--- src/rtl/seg7_scan_decoder.sv ---
// Seven-segment scan decoder: watches a multiplexed 4-digit LED display bus,
// debounces each strobed digit, decodes the segment pattern to a hex nibble
// and publishes a complete 4-digit frame once every digit has been seen.
module seg7_scan_decoder #(
    parameter int STABLE_CYC = 4
) (
    input  logic        clk,
    input  logic        rst_n,
    input  logic [6:0]  seg_in,
    input  logic [3:0]  dig_sel,
    output logic [15:0] value,
    output logic [3:0]  blank_mask,
    output logic        frame_valid,
    output logic        err
);

    typedef enum logic [1:0] {
        ST_WAIT  = 2'd0,
        ST_COUNT = 2'd1,
        ST_HELD  = 2'd2
    } state_t;

    localparam logic [3:0] STABLE_LIM = 4'(STABLE_CYC);

    logic [6:0]  segSample_q, prevSeg_q;
    logic [3:0]  selSample_q, prevSel_q;
    state_t      state_q, state_d;
    logic [3:0]  count_q, count_d;
    logic [15:0] pending_q, pending_d;
    logic [3:0]  pendBlank_q, pendBlank_d;
    logic [3:0]  seen_q, seen_d;
    logic [15:0] value_q, value_d;
    logic [3:0]  blankMask_q, blankMask_d;
    logic        frameValid_q, frameValid_d;
    logic        err_q, err_d;

    logic        selOneHot;
    logic        pairChanged;
    logic [3:0]  decNib;
    logic        decBlank;
    logic        decValid;

    // Input sample register plus a copy of the previous sample for change detection
    always_ff @(posedge clk) begin
        if (!rst_n) begin
            segSample_q <= '0;
            selSample_q <= '0;
            prevSeg_q   <= '0;
            prevSel_q   <= '0;
        end else begin
            segSample_q <= seg_in;
            selSample_q <= dig_sel;
            prevSeg_q   <= segSample_q;
            prevSel_q   <= selSample_q;
        end
    end

    assign selOneHot   = (selSample_q != 4'd0) && ((selSample_q & (selSample_q - 4'd1)) == 4'd0);
    assign pairChanged = (segSample_q != prevSeg_q) || (selSample_q != prevSel_q);

    // Segment pattern (g..a) to hex nibble, with blank and invalid detection
    always_comb begin
        decNib   = 4'h0;
        decBlank = 1'b0;
        decValid = 1'b1;
        case (segSample_q)
            7'b0111111: decNib = 4'h0;
            7'b0000110: decNib = 4'h1;
            7'b1011011: decNib = 4'h2;
            7'b1001111: decNib = 4'h3;
            7'b1100110: decNib = 4'h4;
            7'b1101101: decNib = 4'h5;
            7'b1111101: decNib = 4'h6;
            7'b0000111: decNib = 4'h7;
            7'b1111111: decNib = 4'h8;
            7'b1101111: decNib = 4'h9;
            7'b1110111: decNib = 4'hA;
            7'b1111100: decNib = 4'hB;
            7'b0111001: decNib = 4'hC;
            7'b1011110: decNib = 4'hD;
            7'b1111001: decNib = 4'hE;
            7'b1110001: decNib = 4'hF;
            7'b0000000: decBlank = 1'b1;
            default:    decValid = 1'b0;
        endcase
    end

    // Stability FSM, digit acceptance and frame assembly
    always_comb begin
        state_d      = state_q;
        count_d      = count_q;
        pending_d    = pending_q;
        pendBlank_d  = pendBlank_q;
        seen_d       = seen_q;
        value_d      = value_q;
        blankMask_d  = blankMask_q;
        frameValid_d = 1'b0;
        err_d        = 1'b0;

        if (!selOneHot) begin
            state_d = ST_WAIT;
            count_d = 4'd0;
        end else if (state_q == ST_WAIT || pairChanged) begin
            state_d = ST_COUNT;
            count_d = 4'd1;
        end else if (state_q == ST_COUNT) begin
            count_d = count_q + 4'd1;
            if (count_d == STABLE_LIM) begin
                state_d = ST_HELD;
                if (decValid) begin
                    for (int i = 0; i < 4; i++) begin
                        if (selSample_q[i]) begin
                            pending_d[i*4 +: 4] = decNib;
                            pendBlank_d[i]      = decBlank;
                        end
                    end
                    seen_d = seen_q | selSample_q;
                    if (seen_d == 4'hF) begin
                        value_d      = pending_d;
                        blankMask_d  = pendBlank_d;
                        frameValid_d = 1'b1;
                        seen_d       = 4'd0;
                    end
                end else begin
                    err_d       = 1'b1;
                    seen_d      = 4'd0;
                    pending_d   = '0;
                    pendBlank_d = '0;
                end
            end
        end
    end

    // State, collection and output registers
    always_ff @(posedge clk) begin
        if (!rst_n) begin
            state_q      <= ST_WAIT;
            count_q      <= '0;
            pending_q    <= '0;
            pendBlank_q  <= '0;
            seen_q       <= '0;
            value_q      <= '0;
            blankMask_q  <= '0;
            frameValid_q <= 1'b0;
            err_q        <= 1'b0;
        end else begin
            state_q      <= state_d;
            count_q      <= count_d;
            pending_q    <= pending_d;
            pendBlank_q  <= pendBlank_d;
            seen_q       <= seen_d;
            value_q      <= value_d;
            blankMask_q  <= blankMask_d;
            frameValid_q <= frameValid_d;
            err_q        <= err_d;
        end
    end

    assign value       = value_q;
    assign blank_mask  = blankMask_q;
    assign frame_valid = frameValid_q;
    assign err         = err_q;

endmodule
--- config.mk ---
export PLATFORM = sky130hd
export DESIGN_NAME = seg7_scan_decoder
export DESIGN_NICKNAME = d
export VERILOG_FILES = /design/src/rtl/seg7_scan_decoder.sv
export SDC_FILE = /design/constraint.sdc
export NUM_CORES = 1
export LEC_CHECK = 0
export ABC_AREA = 1
export BUFFER_PORTS_ARGS = -buffer_cell sky130_fd_sc_hd__buf_4
export CAP_MARGIN = 20
export CORE_ASPECT_RATIO = 1.5
export CORE_MARGIN = 5
export CORE_UTILIZATION = 53
export DETAILED_ROUTE_END_ITERATION = 10
export PLACE_DENSITY = 0.78
export SLEW_MARGIN = 30
export SYNTH_ARGS = -nofsm -noshare
export SYNTH_HDL_FRONTEND = slang
export SYNTH_SLANG_ARGS = --single-unit
export TNS_END_PERCENT = 5
--- constraint.sdc ---
create_clock -name clk -period 1.96 [get_ports clk]
set_clock_uncertainty 0.2 [all_clocks]
set_input_delay 0.098 -clock clk [delete_from_list [all_inputs] [get_ports clk]]
set_output_delay 0.098 -clock clk [all_outputs]
set_load 0.05 [all_outputs]
# After elaboration in Yosys (flattened, before gate mapping)
# Index checks and enable logic that the tools add are counted.
[word_totals]
ff_bits = 74
out_inout_bits = 22
elab_cells = 86
[classes]
add_sub_neg = 2
n_eq_ne = 21
mux = 22
bitwise_logic = 8
n_reduce_logical = 18
[op_table]
columns = ["operator", "count"]
rows = [
  ["7-bit equality test (second input constant)", 12],
  ["4-bit case mux with 15 select lines", 1],
  ["4-bit two-way mux", 7],
  ["17-bit OR reduction", 1],
  ["16-bit two-way mux", 1],
  ["7-bit by 3-bit equality test with 1-bit output (second input constant)", 2],
  ["7-bit by 6-bit equality test with 1-bit output (second input constant)", 2],
  ["1-bit two-way mux", 13],
  ["7-bit logical NOT", 1],
  ["7-bit inequality test", 1],
  ["1-bit inverter", 6],
  ["2-bit AND reduction", 3],
  ["6-bit AND reduction", 1],
  ["6-bit OR reduction", 1],
  ["5-bit OR reduction", 1],
  ["4-bit by 1-bit adder with 4-bit output (second input constant)", 1],
  ["4-bit bitwise AND", 1],
  ["4-bit by 3-bit equality test with 1-bit output (second input constant)", 1],
  ["4-bit equality test (second input constant)", 1],
  ["4-bit logical NOT", 1],
  ["4-bit inequality test", 1],
  ["4-bit OR", 1],
  ["4-bit AND reduction", 1],
  ["2-bit nonzero test", 2],
  ["other kinds (7)", 8],
]

# Depth between registers and ports, before layout
# Gate-level depths: netlist (run 1).
[logic_depth]
depth_word = 6
depth_mapped = 14
depth_no_buf = 13

# Worst setup path after synthesis (run 1)
# OpenSTA, ideal clock, no wires.
[synth_timing]
kind = "reg2reg"
start = "register count_q[0]"
end = "register pendBlank_q[0]"
setup_ps = 132
t_arrival_ps = 1595
t_required_ps = 1628
setup_slack_ps = 33
path_stages_with_launch = 14
n_path_buf = 1
period_less_slack_ps = 1927
cell_sequence = "dfxtp_1 ha_1 inv_1 nand2_1 nand2_1 nor2_2 nand2_1 nor2_1 nand2_2 nor2_8 inv_1 buf_2 nand2_1 a21oi_1"
[synth_via]
elab_chain_cells = 3
[synth_rtl]
columns = ["element", "line", "rtl"]
rows = [
  ["from (decl)", "28", "logic [3:0] count_q, count_d;"],
  ["from (signal assigned)", "148", "count_q <= count_d;"],
  ["4-bit by 1-bit adder with 4-bit output", "107", "count_d = count_q + 4'd1;"],
  ["4-bit by 3-bit equality test with 1-bit output", "108", "if (count_d == STABLE_LIM) begin"],
  ["4-bit AND reduction (no source line)", "-", ""],
  ["to (signal assigned)", "150", "pendBlank_q <= pendBlank_d;"],
  ["to (decl)", "30", "logic [3:0] pendBlank_q, pendBlank_d;"],
]
# No other way between the ends.
# A chain may end at the register's enable or synchronous reset.

# Worst setup path after layout (run 1)
[layout_timing]
start = "register count_q[0]"
end = "register value_q[12], in the netlist value[12]"
[layout_via]
elab_chain_cells = 3
[layout_rtl]
columns = ["element", "line", "rtl"]
rows = [
  ["4-bit by 1-bit adder with 4-bit output", "107", ""],
  ["4-bit by 3-bit equality test with 1-bit output", "108", ""],
  ["6-bit AND reduction (no source line)", "-", ""],
  ["to (signal assigned)", "152", "value_q <= value_d;"],
  ["to (decl)", "32", "logic [15:0] value_q, value_d;"],
]
# No other way between the ends.

==> results summary, run 1 <==
In this run the tool buffered the top-level ports with 34 buffer cells. The adder-cell share of the synthesized area is less than 1%. The routed wirelength normalized by instance count is 12.2 um. The overall via count from detail_route came out at between 3,000 and 4,000. The areal power density over the cells came out at about 650 mW/mm2. The H-tree depth reported by CTS came out at 3. The number of antenna violations at the first check in global routing was 0. By area the synthesized netlist is led by sky130_fd_sc_hd__dfxtp_1 40%, sky130_fd_sc_hd__nand2_1 19%, sky130_fd_sc_hd__inv_1 7.0%, sky130_fd_sc_hd__nand3_1 5.0%, sky130_fd_sc_hd__nand4_1 4.3%. The post-route fraction of the period consumed by the critical path is a little over nine tenths. The die area came out at just under 0.009 mm2. The worst-skew pair later-pin latency came out at roughly 350 ps. The final number of setup-violating endpoints is 0. The ratio of routed vias to standard cells is 5.09.

The row count is 37. The overall track demand over capacity in global routing came out at 19.0%. The pin count of the biggest net entering global routing came out at 29. In the final layout, the share of cells above drive strength 1 is 24.0%. The clock sink total is 74. The number of iterations in the first detailed-routing pass came out at 8. The flow ran to the end, and the final reports show no timing, DRC or antenna violations. The critical path goes through ha_4 -> inv_2 -> nand2_1 -> nand2_1 -> nor2_2 -> nand2_1 -> nor2_2 -> nand2_2 -> nor2_8 -> buf_6 -> clkbuf_16 -> nand4_1 -> nand2_1 -> nor2_1. The arrival time at the worst endpoint came out at just under 2000 ps.

The routability-driven placement congestion ratio is 0.853. In this run the biggest area consumer among cell types represents approximately 40% of the synthesized area. The most used flip-flop cell after synthesis is sky130_fd_sc_hd__dfxtp_1.

The type of destination of the critical path is a flop. Setup repair after global routing could not meet its margin everywhere. The compound-cell area share of the yosys netlist is roughly 5.6%. The total nets after synthesis is about 560. The leftover overflow at the end of global routing is 0.

The global-route wire length before repair is 13.7 mm. Summed over all layers, the routed wires come to 8.41 mm. The smallest clock period supported by the final layout is computed as approximately 1900 ps. The floorplan step set the die width to 77.9 um.

The final worst hold slack came out at between 200 and 300 ps. The root cell of the clock tree is sky130_fd_sc_hd__clkbuf_8. The post-detailed-placement half-perimeter wirelength came out at roughly 5.9 mm. The slew at the pin with the worst max-slew slack came out at roughly 350 ps. The biggest cell delay along the critical path is 350 ps.

The net total in the final layout came out at 623. The total cell area at the placement stage came out at between 0.004 and 0.005 mm2. The share of synthesized flip-flops with an asynchronous set or reset came out at 0%. Among the stages of the critical path, the cell type that occurs most often is sky130_fd_sc_hd__nand2_1. During synthesis, Yosys emitted a total of 0 warnings. The number of fillers in the final layout came out at about 590. The floorplan die height came out at ~110 um. The leading area contributor after synthesis is sky130_fd_sc_hd__dfxtp_1. The design area came out at approximately 0.0045 mm2.

By count the netlist is led by 188 x sky130_fd_sc_hd__nand2_1, 74 x sky130_fd_sc_hd__dfxtp_1, 68 x sky130_fd_sc_hd__inv_1, 39 x sky130_fd_sc_hd__nor2_1, 37 x sky130_fd_sc_hd__nand3_1. The simple-gate share of the synthesized area came out at between 40% and 50%. The number of global-route vias before repair came to around 3,200.

The class of the most critical setup path is flop to flop. On the critical path, the stage with the largest delay is an instance of sky130_fd_sc_hd__dfxtp_2. The fraction of synthesized area in multiplexers is 0%.

The number of endpoints with negative hold slack in the final report came out at 0. After detailed routing, the number of remaining DRC violations is 0. Broken down by cell family, the worst path's largest delay share belongs to simple AND/OR/NAND/NOR gates. The largest family of logic cells by synthesized area is simple AND/OR/NAND/NOR gates. The area of the placeable core is around 0.007 mm2. The synthesis-stage register bit count came out at 74.

The worst pin sits at a relative slew slack of approximately 76%. The peak clock frequency supported by timing is 521 MHz. The worst setup path is launched from a flop.

The starting utilization of the core area came out at between 50% and 60%. The cell count after synthesis came out at 549. In the post-synthesis netlist, the cell with the most instances is sky130_fd_sc_hd__nand2_1. The diode insertion count for antenna repair came out at 0.

Counting flops with a built-in enable in the synthesized netlist gives 0. The required time of the worst setup path came out at 2020 ps. The min-delay analysis places its worst path in the category flop to flop. The count of routing violations after the opening detailed-route iteration is about 200.

Clock-pin slew was measured on the worst setup and hold paths at around 70 ps. Averaged over all synthesized cells, the footprint is around 6.7 um2. The highest ir drop seen on vdd came out at just over 0.5 mV. The count of nets left with antenna violations once routing finished came out at 0.

The total clock buffers created by CTS came out at 9. The finished layout holds 691 standard cells, fillers aside. Synthesis instantiated 30 different standard cells from the library. The count of pins over their slew limit came out at 0. The total placed cells including tap cells came out at between 600 and 700. In this run the register-to-register setup slack is about 40 ps.

The portion of the post-synthesis area used by sequential elements came out at approximately two fifths. The maximum fanout count along the critical path is 12. The total standard cell area after synthesis came out at 0.00367 mm2. The xor/xnor share of the synthesized area came out at under 10%. The TritonCTS clock tree is done. Across the run, the number of max-cap violations was 0. The buffer and inverter count on the worst path came out at 3.

The total I/O pin count is 35. The maximum buffer depth of the clock tree is 2. The signed area change from the synthesized netlist to the final layout came out at 23.8%. The leakage power summed over all cells is approximately 2.2 nW.
logic make-up (layout without fill, tap and decap cells):
logic type,Yosys count,after routing
simple gates,323,323
buf+inv,106,170
flops,74,74
fa+ha+maj,2,2
xor+xnor,5,5
compound gates,39,39
through the flow:
step / util, % / setup WS, ps / TNS, ps / total power, mW
6_report: 66.8 / 40.3 / 0 / 2.96
5_1_grt: 66.8 / -110 / -2610 / 3.10
4_1_cts: 64.6 / 2.56 / 0 / 2.98
3_5_place_dp: 60.0 / -33.3 / -195 / 1.84
3_3_place_gp: 60.0 / -17.2 / -47.9 / 1.84
2_1_floorplan: - / 32.7 / 0 / 1.77
what timing repair did:
action / CTS / global route
pin swaps: 1 / 11
setup endpoints to repair: 24 / 49
gates resized for setup: 6 / 32
setup buffers: 0 / 4
hold endpoints to repair: 36 / 0
hold buffers: 12 / 0
gates cloned: 0 / 1
report_power, final:
part | internal [mW] | total [mW] | switching [mW]
clock | 0.586 | 1.12 | 0.532
sequential | 1.53 | 1.56 | 0.0299
combinational | 0.120 | 0.283 | 0.163
layout make-up:
type / instances / area, um2 / share of cell area [%]
Clock inverter: 3 / 40.0 / 0.881
Inverter: 81 / 304 / 6.69
Sequential cell: 74 / 1500 / 33.0
Tap cell: 78 / 97.6 / 2.15
Clock buffer: 13 / 139 / 3.06
Timing Repair Buffer: 73 / 657 / 14.5
Multi-Input combinational cell: 369 / 1810 / 39.7
per-layer routing:
layer / global-route usage (%) / up-vias / share of wire, %
met3: 4.05 / 20 / 4.8
met4: 9.47 / 0 / 2.7
met2: 33.6 / 109 / 52
met1: 21.0 / 1583 / 40
li1: - / 1808 / -
met5: 0 / - / 0
cells in the final DEF, fill, tap and decap left out, types with 4 or more instances in the layout:
cell type	Yosys	final
sky130_fd_sc_hd__dfxtp_2	0	10
sky130_fd_sc_hd__nor2_1	39	32
sky130_fd_sc_hd__nand4_1	25	25
sky130_fd_sc_hd__clkbuf_8	0	9
sky130_fd_sc_hd__nor2_2	3	9
sky130_fd_sc_hd__nand3_1	37	37
sky130_fd_sc_hd__buf_4	5	53
sky130_fd_sc_hd__or2_2	14	14
sky130_fd_sc_hd__xnor2_1	5	5
sky130_fd_sc_hd__nand2_1	188	181
sky130_fd_sc_hd__o21ai_0	8	8
sky130_fd_sc_hd__inv_1	68	66
sky130_fd_sc_hd__nand2_2	5	12
sky130_fd_sc_hd__dfxtp_1	74	62
sky130_fd_sc_hd__buf_12	0	4
sky130_fd_sc_hd__inv_2	11	13
sky130_fd_sc_hd__a21oi_1	29	28
sky130_fd_sc_hd__clkbuf_1	7	4
sky130_fd_sc_hd__dlygate4sd3_1	0	12
worst paths after layout:
kind,from,to,cells after the start
setup / recovery,count_q[0]$_SDFFE_PP0P_,value[12]$_SDFFE_PN0P_,14
hold reg to reg,segSample_q[3]$_SDFF_PN0_,prevSeg_q[3]$_SDFF_PN0_,2
hold / removal,segSample_q[3]$_SDFF_PN0_,prevSeg_q[3]$_SDFF_PN0_,2
setup reg to reg,count_q[0]$_SDFFE_PP0P_,value[12]$_SDFFE_PN0P_,14
sequential cells by signal (all words and copies together), names as in the netlist:
name	cells
blank_mask	4
prevSel_q	4
frame_valid	1
seen_q	4
pending_q	16
segSample_q	7
selSample_q	4
value	16
pendBlank_q	4
state_q	2
err	1
count_q	4
prevSeg_q	7
worst min-delay path: stages (launching register included):
cell,delay (ps)
sky130_fd_sc_hd__dfxtp_2,340
sky130_fd_sc_hd__nand2_1,50
sky130_fd_sc_hd__inv_1,30
Note: power is estimated with default switching activity, not from simulation.
==> run 2, diff against run 1 <==
--- a/config.mk
+++ b/config.mk
@@ -13,6 +13,7 @@
 export CORE_UTILIZATION = 53
 export DETAILED_ROUTE_END_ITERATION = 10
 export PLACE_DENSITY = 0.78
+export SETUP_SLACK_MARGIN = 0.1
 export SLEW_MARGIN = 30
 export SYNTH_ARGS = -nofsm -noshare
 export SYNTH_HDL_FRONTEND = slang
==> results summary, run 2 (synthesis results as in run 1) <==
The flow ran to the end, and the final reports show no timing, DRC or antenna violations. The routability-driven placement congestion ratio is 0.905 (+6.0%). The total cell area at the placement stage is 0.00409 mm2 (about the same). The ratio of routed vias to standard cells is 4.99 (-2.1%). The count of maximum capacitance violations is 0 (unchanged). The overall track demand over capacity in global routing came out at 19.6% (+0.65 points). The required time of the worst setup path was 2060 ps (+40 ps).

The number of buffers inserted by port buffering is 34 (unchanged). The peak clock frequency supported by timing came out at 522 MHz (+0.15%). The share of cells above drive strength 1 is 23.1% (-0.87 points).

The worst-skew pair later-pin latency came out at 350 ps (about the same). The width of the die came out at 77.9 um (unchanged). The post-detailed-placement half-perimeter wirelength was 5.80 mm (-1.3%).

The arrival time at the worst endpoint is 2020 ps (+40 ps). The total power of the final layout is 2.88 mW (-2.7%). The number of endpoints with negative hold slack in the final report came out at 0 (unchanged). The highest ir drop seen on vdd came to 0.517 mV (-0.20%).

The post-route minimum period is 1920 ps (-2.90 ps). The worst hold path depth was 2 (unchanged). The detailed-route DRC error count is 0 (unchanged). TritonCTS built the clock tree.

The launch point of the worst hold path is segSample_q[2]$_SDFF_PN0_. The total I/O pin count came out at 35 (unchanged). The routed wirelength normalized by instance count is 11.9 um (-2.2%). The pin count of the biggest net entering global routing is 33 (+14%). The leading cell type in the layout, fill and taps excluded is sky130_fd_sc_hd__nand2_1. The reg-to-reg endpoint is blank_mask[3]$_SDFFE_PN0P_. The count of routing violations after the opening detailed-route iteration is 211 (+3.4%).

The total clock buffers created by CTS is 9 (unchanged). The tightest min-delay check is of the flop to flop type. The worst setup path is launched from a flop. The die area was 0.00872 mm2 (unchanged).

The number of cells on the worst reg-to-reg path came out at 13 (-1). The row count came out at 37 (unchanged). The final number of setup-violating endpoints was 0 (unchanged).

The H-tree depth reported by CTS is 3 (unchanged). The total wire length came out at 8.18 mm (-2.7%). The signed area change from the synthesized netlist to the final layout is 22.4%. The slew at the pin with the worst max-slew slack is 339 ps (-11.9 ps). The number of global-route vias before repair came out at 3,360 (+4.8%). The clock-pin slew on the worst setup and hold paths is 70 ps (about the same). The diode insertion count for antenna repair came out at 0 (unchanged). The post-place setup slack is 31.0 ps (+64.3 ps). The count of pins over their slew limit was 0 (unchanged). The areal power density over the cells is 641 mW/mm2 (-1.6%).

The floorplan die height came out at 112 um (unchanged). The area of the placeable core is 0.00681 mm2 (unchanged). The global-route wire length before repair came to 14.2 mm (+3.8%).

The leakage power summed over all cells is 2.19 nW (-1.5%). The number of iterations in the first detailed-routing pass was 5 (-3). In the layout the commonest cells are 182 x sky130_fd_sc_hd__nand2_1, 66 x sky130_fd_sc_hd__inv_1, 64 x sky130_fd_sc_hd__dfxtp_1, 54 x sky130_fd_sc_hd__buf_4, 37 x sky130_fd_sc_hd__nand3_1.

The leftover overflow at the end of global routing is 0 (unchanged). The clock sink total came to 74 (unchanged). Setup repair after global routing could not meet its margin everywhere.

The type of destination of the critical path is a flop. The number of antenna violations at the first check in global routing is 0 (unchanged). The overall via count from detail_route is 3,431 (-2.5%).

The starting utilization of the core area is 53.9% (unchanged). The post-route fraction of the period consumed by the critical path came out at 97.8% (-0.15 points). The least setup slack across all paths after layout is 43.2 ps (+2.90 ps). The class of the most critical setup path is flop to flop.

The root cell of the clock tree is sky130_fd_sc_hd__clkbuf_8. The start of the worst register-to-register path is count_q[0]$_SDFFE_PP0P_. The maximum fanout count along the critical path is 9 (-3). The path with the worst hold slack has its endpoint at prevSeg_q[2]$_SDFF_PN0_. The headroom to the max-slew limit came out at 77.3% (+0.88 points). The register-to-register setup slack is 40 ps (about the same). The maximum buffer depth of the clock tree is 2 (unchanged). The net total in the final layout came out at 620 (-0.48%). The design area is 0.00449 mm2 (-1.2%). The remaining antenna violation count came out at 0 (unchanged).
-- run 2: cell count changes in the layout (fill, tap and decap cells not counted), moves of 2 or more --
cell	before	now
sky130_fd_sc_hd__a21oi_2	1	4
sky130_fd_sc_hd__dfxtp_4	2	0
sky130_fd_sc_hd__nand2_2	12	10
sky130_fd_sc_hd__nor2_2	9	6
sky130_fd_sc_hd__buf_6	3	0
sky130_fd_sc_hd__a21oi_1	28	25
sky130_fd_sc_hd__nor2_1	32	35
sky130_fd_sc_hd__dfxtp_1	62	64
-- run 2: timing repair --
| item | CTS | global route |
|---|---|---|
| hold buffers | 12 | 0 |
| cloned | 0 | 1 |
| setup endpoints to repair | 45 | 50 |
| endpoints found under the hold margin | 36 | 0 |
| pin swaps | 0 | 7 |
| gates resized for setup | 2 | 28 |
| buffers inserted | 0 | 1 |
-- run 2: worst max-delay path, stage by stage (launching register included) --
cell,delay (ps)
sky130_fd_sc_hd__dfxtp_2,350
sky130_fd_sc_hd__ha_4,130
sky130_fd_sc_hd__inv_2,30
sky130_fd_sc_hd__nand2_1,50
sky130_fd_sc_hd__nand2_1,60
sky130_fd_sc_hd__nor2_2,90
sky130_fd_sc_hd__nand2_1,70
sky130_fd_sc_hd__nor2_2,110
sky130_fd_sc_hd__nand2_2,100
sky130_fd_sc_hd__nor2_8,170
sky130_fd_sc_hd__nand3_4,140
sky130_fd_sc_hd__nor2_4,220
sky130_fd_sc_hd__nand2_1,90
sky130_fd_sc_hd__nand2_1,60
-- run 2: final cells by class --
cell class,instances,area (um2)
fill,594,2310
clock inverter,2,12.5
clock buffer,14,153
inverter,81,304
tap,78,97.6
timing repair buffer,70,611
sequential,74,1490
multi-input combinational,369,1820
-- run 2: per-stage QoR --
step | hold WS, ps | utilization (%) | TNS, ps | cells
floorplan | -4.37 | - | 0 | 549
global placement | 78.0 | 60.1 | 0 | 658
detailed placement | 85.2 | 60.1 | 0 | 658
CTS | 248 | 64.3 | 0 | 686
global route | 283 | 66.0 | -2640 | 688
finish | 251 | 66.0 | 0 | 688
-- run 2: worst max path at each step --
stage | end | cells after the start | startpoint
global route | value[8]$_SDFFE_PN0P_ | 14 | count_q[0]$_SDFFE_PP0P_
finish | blank_mask[3]$_SDFFE_PN0P_ | 13 | count_q[0]$_SDFFE_PP0P_
detailed placement | value[6]$_SDFFE_PN0P_ | 10 | segSample_q[5]$_SDFF_PN0_
CTS | value[6]$_SDFFE_PN0P_ | 13 | count_q[0]$_SDFFE_PP0P_
global placement | value[14]$_SDFFE_PN0P_ | 10 | segSample_q[2]$_SDFF_PN0_
floorplan | pendBlank_q[0]$_SDFFE_PN0P_ | 13 | count_q[1]$_SDFFE_PP0N_
-- run 2: metal layers --
layer	global-route usage [%]	up-vias	wire (um)
met2	35.2	62	4240
met4	9.02	0	212
li1	-	1810	-
met1	22.1	1542	3440
met3	3.48	17	291
met5	0	-	0
-- run 2: power by group --
part	leakage, nW	internal [mW]	switching (mW)
clock network	0.0807	0.494	0.541
logic	1.51	0.121	0.166
registers	0.604	1.53	0.0279
total	2.19	2.15	0.735
==> run 3, diff against run 2 <==
--- a/config.mk
+++ b/config.mk
@@ -10,9 +10,9 @@
 export CAP_MARGIN = 20
 export CORE_ASPECT_RATIO = 1.5
 export CORE_MARGIN = 5
-export CORE_UTILIZATION = 53
+export CORE_UTILIZATION = 63
 export DETAILED_ROUTE_END_ITERATION = 10
-export PLACE_DENSITY = 0.78
+export PLACE_DENSITY = 0.87
 export SETUP_SLACK_MARGIN = 0.1
 export SLEW_MARGIN = 30
 export SYNTH_ARGS = -nofsm -noshare
==> constraint.sdc (replaced) <==
create_clock -name clk -period 2.33 [get_ports clk]
set_clock_uncertainty 0.2 [all_clocks]
set_input_delay 0.1165 -clock clk [delete_from_list [all_inputs] [get_ports clk]]
set_output_delay 0.1165 -clock clk [all_outputs]
set_load 0.005 [all_outputs]
==> results summary, run 3 (synthesis results as in run 1) <==
The number of iterations in the first detailed-routing pass came to 5 (unchanged). Setup repair after global routing could not meet its margin everywhere. The final number of setup-violating endpoints came to 0 (unchanged). The starting utilization of the core area is 63.9% (+10 points). The post-detailed-placement half-perimeter wirelength came out at 5.71 mm (-1.5%). The sum of negative setup slack came out at 0 ps (unchanged).

The number of buffers inserted by port buffering is 34 (unchanged). Traced cell by cell, the critical path runs through ha_1 -> inv_1 -> nand2_1 -> nand2_1 -> nor2_2 -> nand2_1 -> nor2_2 -> nand2_2 -> nor2_8 -> nand3_4 -> buf_12 -> nand2_1 -> inv_1 -> nor2_1. The count of pins over their slew limit came out at 0 (unchanged).

The worst setup path is launched from a flop. The share of cells above drive strength 1 came to 18.5% (-4.6 points). The routed wirelength normalized by instance count came to 12.2 um (+2.6%). The flow ran to the end, and the final reports show no timing, DRC or antenna violations. The leftover overflow at the end of global routing is 0 (unchanged).

The least setup slack across all paths after layout is 297 ps (+254 ps). The post-route minimum period is 2030 ps (+116 ps). The post-route fraction of the period consumed by the critical path is 87.2% (-11 points).

The final worst hold slack was 259 ps (+8.28 ps). The overall track demand over capacity in global routing came to 23.9% (+4.3 points). The ratio of routed vias to standard cells came to 5.22 (+4.6%).

The net total in the final layout came out at 610 (-1.6%). The maximum buffer depth of the clock tree was 2 (unchanged). The clock sink total came out at 74 (unchanged). The H-tree depth reported by CTS came out at 3 (unchanged). The post-place setup slack is 132 ps (+102 ps). The required time of the worst setup path came out at 2420 ps (+360 ps). The worst-skew pair later-pin latency was 350 ps (about the same). The number of antenna violations at the first check in global routing is 0 (unchanged).

The row count is 34 (-8.1%). The width of the die is 72.3 um (-7.2%). The TritonCTS clock tree is done.

The arrival time at the worst endpoint is 2130 ps (+110 ps). The number of fillers in the final layout is 453 (-24%). The sequential cell area was 0.00149 mm2 (-0.50%). STA classifies the critical path endpoint as a flop.

The detailed-route DRC error count is 0 (unchanged). The diode insertion count for antenna repair is 0 (unchanged). The count of maximum capacitance violations came out at 0 (unchanged). Clock tree synthesis selected as its root buffer the cell sky130_fd_sc_hd__clkbuf_8. The floorplan die height came out at 103 um (-7.5%).

The total I/O pin count came out at 35 (unchanged). The total clock buffers created by CTS was 9 (unchanged). By instance count, the cell type seen most on the critical path is sky130_fd_sc_hd__nand2_1. The signed area change from the synthesized netlist to the final layout is 17.1%. The class of the most critical setup path is flop to flop. The pin count of the biggest net entering global routing is 29 (-12%). The remaining antenna violation count is 0 (unchanged). The peak clock frequency supported by timing came to 492 MHz (-5.7%). The areal power density over the cells was 560 mW/mm2 (-13%).

Leaving out fill and tap cells, the most frequent cells in the layout are 188 x sky130_fd_sc_hd__nand2_1, 70 x sky130_fd_sc_hd__dfxtp_1, 68 x sky130_fd_sc_hd__inv_1, 46 x sky130_fd_sc_hd__buf_4, 38 x sky130_fd_sc_hd__nor2_1. The headroom to the max-slew limit came out at 76.4% (-0.95 points). The clock-pin slew on the worst setup and hold paths is 80 ps (about the same). The biggest cell delay along the critical path came out at 380 ps (+30 ps). The count of routing violations after the opening detailed-route iteration is 314 (+49%). The overall via count from detail_route is 3,506 (+2.2%). The global-route wire length before repair came to 14.2 mm (-0.34%). In this design, the largest share of critical-path delay is due to simple AND/OR/NAND/NOR gates. The maximum fanout count along the critical path came to 12 (+3).

The slew at the pin with the worst max-slew slack came out at 354 ps (+15.0 ps). The number of global-route vias before repair is 3,334 (-0.77%). The highest ir drop seen on vdd came out at 0.489 mV (-5.4%). The multi-input logic area is 0.00175 mm2 (-4.0%). The total wire length is 8.20 mm (+0.18%). The type of the tightest min-delay check is flop to flop. For this design, the slowest cell found on the critical path is sky130_fd_sc_hd__dfxtp_2.

The post-CTS repair timing setup buffer count came out at 0 (unchanged). The leakage power summed over all cells was 2.13 nW (-2.8%). The area of the placeable core came out at 0.00574 mm2 (-16%). The buffer and inverter count on the worst path is 3 (+2). The routability-driven placement congestion ratio came out at 0.882 (-2.6%).

The number of endpoints with negative hold slack in the final report is 0 (unchanged). Leaving out fill and tap cells, the most frequent cell in the layout is sky130_fd_sc_hd__nand2_1. The die area is 0.00748 mm2 (-14%).
## run 3: what timing repair did
| action | 4_1_cts | 5_1_grt |
|---|---|---|
| hold buffers | 12 | 0 |
| gates resized for setup | 0 | 7 |
| hold endpoints to repair | 31 | 0 |
| setup endpoints to repair | 0 | 36 |
## run 3: power breakdown
part	total [mW]	switching [mW]	internal, mW
clock	0.871	0.483	0.388
combinational	0.224	0.134	0.0901
sequential	1.31	0.0251	1.29
## run 3: worst paths after layout
kind	cells after the start	end	from	slack [ps]
max	14	value[10]$_SDFFE_PN0P_	count_q[0]$_SDFFE_PP0P_	300
min	2	prevSeg_q[3]$_SDFF_PN0_	segSample_q[3]$_SDFF_PN0_	260
max reg2reg	14	value[10]$_SDFFE_PN0P_	count_q[0]$_SDFFE_PP0P_	300
min reg2reg	2	prevSeg_q[3]$_SDFF_PN0_	segSample_q[3]$_SDFF_PN0_	260
## run 3: layout make-up
| type | instances | area share (%) |
|---|---|---|
| multi-input combinational | 369 | 40.6 |
| timing repair buffer | 60 | 11.6 |
| clock buffer | 10 | 2.97 |
| inverter | 81 | 7.07 |
| clock inverter | 6 | 0.990 |
| tap | 72 | 2.10 |
| sequential | 74 | 34.6 |
## run 3: metrics by stage
step	instance area, um2	util (%)	power [mW]	std cells
detailed placement	3990	69.5	1.54	644
floorplan	3670	-	1.49	549
CTS	4280	74.6	2.42	672
global route	4300	74.8	2.51	672
global placement	3990	69.5	1.53	644
finish	4300	74.8	2.41	672
## run 3: tightest hold or removal path: stages (launching register included)
cell and delay, ps:
sky130_fd_sc_hd__dfxtp_1 330, sky130_fd_sc_hd__nand2_1 60, sky130_fd_sc_hd__inv_1 30
## run 3: per-layer routing
layer | wire length [um] | track usage (%)
met5 | 0 | 0
met2 | 4180 | 42.8
met1 | 3200 | 26.1
met3 | 464 | 3.38
met4 | 350 | 15.3
